[src/rtl/rf32x80_pkg.sv]
// Shared sizes and FSM state encoding for the 32x80 register-file access controller.
package rf32x80_pkg;

  localparam int unsigned DEPTH  = 32;
  localparam int unsigned ADR_W  = 5;
  localparam int unsigned DATA_W = 80;

  typedef enum logic {
    SCRUB = 1'b0,
    ARB   = 1'b1
  } state_e;

endpackage

[src/rtl/rf32x80_access_ctrl_rr_arb2.sv]
// Two-way round-robin arbiter: combinational one-hot grant, priority flips to the loser on update.
module rr_arb2 (
  input  logic       clk,
  input  logic       reset,
  input  logic [1:0] req,
  input  logic       upd_en,
  output logic [1:0] gnt
);

  logic prio_b_q, prio_b_d;

  always_comb begin
    gnt = req;
    if (&req) begin
      gnt = prio_b_q ? 2'b10 : 2'b01;
    end
  end

  // Whoever was just granted loses the next tie.
  always_comb begin
    prio_b_d = prio_b_q;
    if (upd_en && (|gnt)) begin
      prio_b_d = gnt[0];
    end
  end

  always_ff @(posedge clk or posedge reset) begin
    if (reset) begin
      prio_b_q <= 1'b0;
    end else begin
      prio_b_q <= prio_b_d;
    end
  end

endmodule

[src/rtl/rf32x80_access_ctrl.sv]
// Access controller for a 32x80 register file: full clear after reset or on request,
// then round-robin arbitration of two requesters doing masked writes and reads.
module rf32x80_access_ctrl
  import rf32x80_pkg::*;
(
  input  logic              clk,
  input  logic              reset,
  input  logic              a_req,
  input  logic              a_we,
  input  logic [ADR_W-1:0]  a_adr,
  input  logic [DATA_W-1:0] a_mask,
  input  logic [DATA_W-1:0] a_din,
  input  logic              b_req,
  input  logic              b_we,
  input  logic [ADR_W-1:0]  b_adr,
  input  logic [DATA_W-1:0] b_mask,
  input  logic [DATA_W-1:0] b_din,
  output logic              a_gnt,
  output logic              b_gnt,
  output logic              a_rvld,
  output logic              b_rvld,
  output logic [DATA_W-1:0] rdata,
  input  logic              scrub_req,
  output logic              busy,
  output logic              rf_wr_vld,
  output logic [ADR_W-1:0]  rf_wr_adr,
  output logic [ADR_W-1:0]  rf_rd_adr,
  output logic [DATA_W-1:0] rf_wr_mask,
  output logic [DATA_W-1:0] rf_din,
  input  logic [DATA_W-1:0] rf_rd_data
);

  state_e            state_q, state_d;
  logic [ADR_W-1:0]  cnt_q, cnt_d;
  logic              a_rvld_q, a_rvld_d;
  logic              b_rvld_q, b_rvld_d;
  logic [DATA_W-1:0] rdata_q, rdata_d;

  logic              arb_en_c;
  logic [1:0]        req_c;
  logic [1:0]        gnt_c;
  logic              win_we_c;
  logic [ADR_W-1:0]  win_adr_c;
  logic [DATA_W-1:0] win_mask_c;
  logic [DATA_W-1:0] win_din_c;
  logic              win_rd_c;

  // A scrub request pre-empts arbitration in the cycle it is seen.
  assign arb_en_c = (state_q == ARB) && !scrub_req && !reset;
  assign req_c    = {b_req, a_req} & {2{arb_en_c}};

  rr_arb2 u_rr_arb2 (
    .clk    (clk),
    .reset  (reset),
    .req    (req_c),
    .upd_en (arb_en_c),
    .gnt    (gnt_c)
  );

  always_comb begin
    win_we_c   = a_we;
    win_adr_c  = a_adr;
    win_mask_c = a_mask;
    win_din_c  = a_din;
    if (gnt_c[1]) begin
      win_we_c   = b_we;
      win_adr_c  = b_adr;
      win_mask_c = b_mask;
      win_din_c  = b_din;
    end
  end

  assign win_rd_c = (|gnt_c) && !win_we_c;

  always_comb begin
    rf_wr_vld  = 1'b0;
    rf_wr_adr  = win_adr_c;
    rf_wr_mask = win_mask_c;
    rf_din     = win_din_c;
    if (state_q == SCRUB) begin
      rf_wr_vld  = !reset;
      rf_wr_adr  = cnt_q;
      rf_wr_mask = {DATA_W{1'b1}};
      rf_din     = '0;
    end else if ((|gnt_c) && win_we_c) begin
      rf_wr_vld  = 1'b1;
    end
  end

  assign rf_rd_adr = win_adr_c;
  assign a_gnt     = gnt_c[0];
  assign b_gnt     = gnt_c[1];
  assign busy      = (state_q == SCRUB);
  assign a_rvld    = a_rvld_q;
  assign b_rvld    = b_rvld_q;
  assign rdata     = rdata_q;

  always_comb begin
    state_d  = state_q;
    cnt_d    = cnt_q;
    a_rvld_d = gnt_c[0] && !a_we;
    b_rvld_d = gnt_c[1] && !b_we;
    rdata_d  = win_rd_c ? rf_rd_data : rdata_q;
    case (state_q)
      SCRUB: begin
        cnt_d = cnt_q + ADR_W'(1);
        if (cnt_q == ADR_W'(DEPTH - 1)) begin
          state_d = ARB;
          cnt_d   = '0;
        end
      end
      ARB: begin
        if (scrub_req) begin
          state_d = SCRUB;
          cnt_d   = '0;
        end
      end
      default: begin
        state_d = SCRUB;
        cnt_d   = '0;
      end
    endcase
  end

  always_ff @(posedge clk or posedge reset) begin
    if (reset) begin
      state_q  <= SCRUB;
      cnt_q    <= '0;
      a_rvld_q <= 1'b0;
      b_rvld_q <= 1'b0;
      rdata_q  <= '0;
    end else begin
      state_q  <= state_d;
      cnt_q    <= cnt_d;
      a_rvld_q <= a_rvld_d;
      b_rvld_q <= b_rvld_d;
      rdata_q  <= rdata_d;
    end
  end

endmodule

[config.mk]
export PLATFORM = sky130hd
export DESIGN_NAME = rf32x80_access_ctrl
export DESIGN_NICKNAME = d
export VERILOG_FILES = /design/src/rtl/rf32x80_pkg.sv /design/src/rtl/rf32x80_access_ctrl_rr_arb2.sv /design/src/rtl/rf32x80_access_ctrl.sv
export SDC_FILE = /design/constraint.sdc
export NUM_CORES = 1
export LEC_CHECK = 0
export CORE_AREA = 2 2 262 264
export DETAILED_ROUTE_END_ITERATION = 10
export DIE_AREA = 0 0 264 266
export PLACE_DENSITY = 0.33
export SLEW_MARGIN = 20
export SYNTH_ARGS = -nofsm -noshare
export SYNTH_HDL_FRONTEND = slang
export SYNTH_SLANG_ARGS = --single-unit
[constraint.sdc]
create_clock -name clk -period 4.4 [get_ports clk]
set_clock_uncertainty 0.15 [all_clocks]
set_input_delay 0.44 -clock clk [delete_from_list [all_inputs] [get_ports clk]]
set_output_delay 0.44 -clock clk [all_outputs]
set_load 0.005 [all_outputs]
==> impl_metrics.json <==
{
  "netlist_area_um2": 5786,
  "max-vdd-ir-drop_mv": 0.2340,
  "path_common_cell": "clkdlybuf4s50_1",
  "drtPass1Iterations": 7,
  "period_minus_slack_ps": 3827,
  "register_area_um2": 2231,
  "synth_top_area_share_pct": 38.49,
  "syn_nets": 1175,
  "portBuffers": 672,
  "hold_ws_ps": 337.8,
  "min_to": "rdata[66]",
  "cts_made_buffers": 9,
  "rsz0062_at_grt": "no",
  "grt_pass1_vias": 8191,
  "reg2reg_depth": 6,
  "r2r_slack_ps": 1790,
  "drtIter0Drc": 372,
  "endpoint_kind": "output port",
  "clock_sinks": 89,
  "overflow": 0,
  "vias": 7857,
  "wl_per_cell_um": 18.47,
  "postRouteAntennaNets": 0,
  "setup_viol": 0,
  "power_density_nw_per_um2": 364.7,
  "tns_ps": 0,
  "hold_violations": 0,
  "post_cts_buffers": 0,
  "grt_max_degree": 95,
  "gp_congestion": 0.8194,
  "reg2reg_to": "rdata[35]",
  "cpMaxStageDelayCell": "clkdlybuf4s50_1",
  "vias_per_cell": 3.439,
  "cpPeakStageDelay_ps": 610,
  "grt_use_met3_pct": 3.891,
  "max_slew_margin_pct": 42.07,
  "min_from": "rdata[66]",
  "clk_pin_slew_ps": 60,
  "synth_area_per_cell_um2": 7.653,
  "clock.fmax_mhz": 261.3,
  "die_h_um": 266,
  "die_area_um2": 70220,
  "yosysUniqueCellTypes": 29,
  "cts_tree": "done",
  "cts_root_buffer": "clkbuf_16",
  "hold_path_class": "reg2reg",
  "status": "completed",
  "total_power_mw": 5.072,
  "crit_path_start_kind": "input pin",
  "wirelength_um": 42210,
  "report.final.slew_viol_count": 0,
  "die_w_um": 264,
  "core_region_area_um2": 67750,
  "busiest_layer": "met2",
  "cp_data_arrival_time_ps": 3240,
  "synth_top_area_cell": "dfrtp_1",
  "nFillCells": 7523,
  "nets": 1814,
  "worst-path-max-fanout": 52,
  "p_leak_nw": 5.383,
  "synth_seq_cells": 89,
  "synth.area.top_cells": "dfrtp_1, nand2_1, mux2_2",
  "cts.htree.levels": 3,
  "most-common-layout-cells": "clkdlybuf4s50_1, nand2_1, dfrtp_1, mux2_2, a21oi_1",
  "cts_resized": 0,
  "reg2reg_from": "state_q",
  "path_cells": "clkdlybuf4s50_1, nor3b_2, nand3_4, inv_6, buf_12, nand2_1, a21oi_1, clkdlybuf4s50_1",
  "syn2layout_area_growth_pct": 140.4,
  "use_met1_pct": 13.13,
  "worst_pin_slew_ps": 868.9,
  "multi_input_area_um2": 3242,
  "synth_edf_count": 0,
  "num_rows": 96,
  "ys_seq_area_share_pct": 38.49,
  "insertion_delay_ps": 360,
  "cts_buffer_depth": 2,
  "met2_usage_pct": 20.68,
  "drv_cap": 0,
  "start_util_pct": 8.540,
  "ys.flop_type": "dfrtp_1",
  "yosysWarnings": 0,
  "synthArstFlopShare_pct": 100.0,
  "postSynthCellCount": 756,
  "whs_path_depth": 1,
  "crit_required_ps": 3810,
  "drive_above_1_share_pct": 9.000,
  "grt_use_total_pct": 11.42,
  "finalCritPeriodShare_pct": 86.97,
  "io_pins": 673,
  "drcViolationCount": 0,
  "crit_type": "in2out",
  "hpwl_um": 34710,
  "antenna_found_initial": 8,
  "final_common_cell": "clkdlybuf4s50_1",
  "grt_pass1_wl_um": 58820,
  "cts_hold_buf": 0
}
-- worst max-delay path by stage --
stage,start,to,slack [ps],depth (start not counted)
CTS,reset,rf_din[10],520,8
floorplan,reset,a_rvld,1500,1
detailed placement,reset,rf_din[10],530,8
global route,reset,rf_din[10],400,8
global placement,reset,rf_din[10],580,8
finish,reset,rf_din[10],570,8
-- cell type report --
cell class	instances	area share (%)
clock inverter	6	0.6388
multi-input combinational	601	23.31
tap	882	7.936
inverter	4	0.1620
timing repair buffer	690	50.14
clock buffer	10	1.719
sequential	89	16.04
antenna	3	0.05399
-- cell usage after synthesis (all sizes together) (2+ instances only) --
library cell  number
nand3             81
nor2               3
a21oi             82
mux2              91
and3               2
dfrtp             89
clkbuf            31
inv                4
ha                 2
buf               31
nand2            323
o21ai              5
-- sequential cells by signal, indices dropped and copies added, names as in the netlist --
register and cells:
state_q 1, a_rvld 1, cnt_q 5, rdata 80, u_rr_arb2.prio_b_q 1, b_rvld 1
-- metal layers --
metal | routed length, µm | share of wire [%]
met1 | 16450 | 39
met2 | 21950 | 52
met3 | 3427 | 8.1
met4 | 328 | 0.78
met5 | 51 | 0.12
-- per-stage QoR --
stage	utilization [%]	cell area, µm²	worst slack [ps]	instances
floorplan	-	5786	1503	756
global placement	20.03	13570	580.2	2266
detailed placement	20.03	13570	525.8	2266
CTS	20.52	13900	521.2	2282
global route	20.52	13900	402.7	2283
finish	20.53	13910	573.4	2285
-- logic make-up (layout without fill, tap and decap cells) --
| group | Yosys count | in the layout | share of synthesized area [%] |
|---|---|---|---|
| buffers and inverters | 66 | 710 | 5.688 |
| adders and majority gates | 2 | 2 | 0.4325 |
| AOI/OAI and AO/OA | 94 | 94 | 8.672 |
| and+or+nand+nor | 414 | 414 | 29.00 |
| muxes | 91 | 91 | 17.71 |
| DFF | 89 | 89 | 38.49 |
| other | 0 | 3 | 0 |
-- power by group --
group          leakage, nW  internal, mW  switching [mW]  total (mW)
sequential            1.15          1.16           0.187        1.35
clock                0.155         0.515           0.359       0.873
combinational         4.08          1.78            1.08        2.85
-- worst max-delay path: cells and delay by family --
family	cells	cell delay, ps
AO/OA/AOI/OAI	1	300
AND/OR/NAND/NOR	3	670
buffers and inverters	4	1770
No activity file was read; power rests on OpenSTA's default activity.
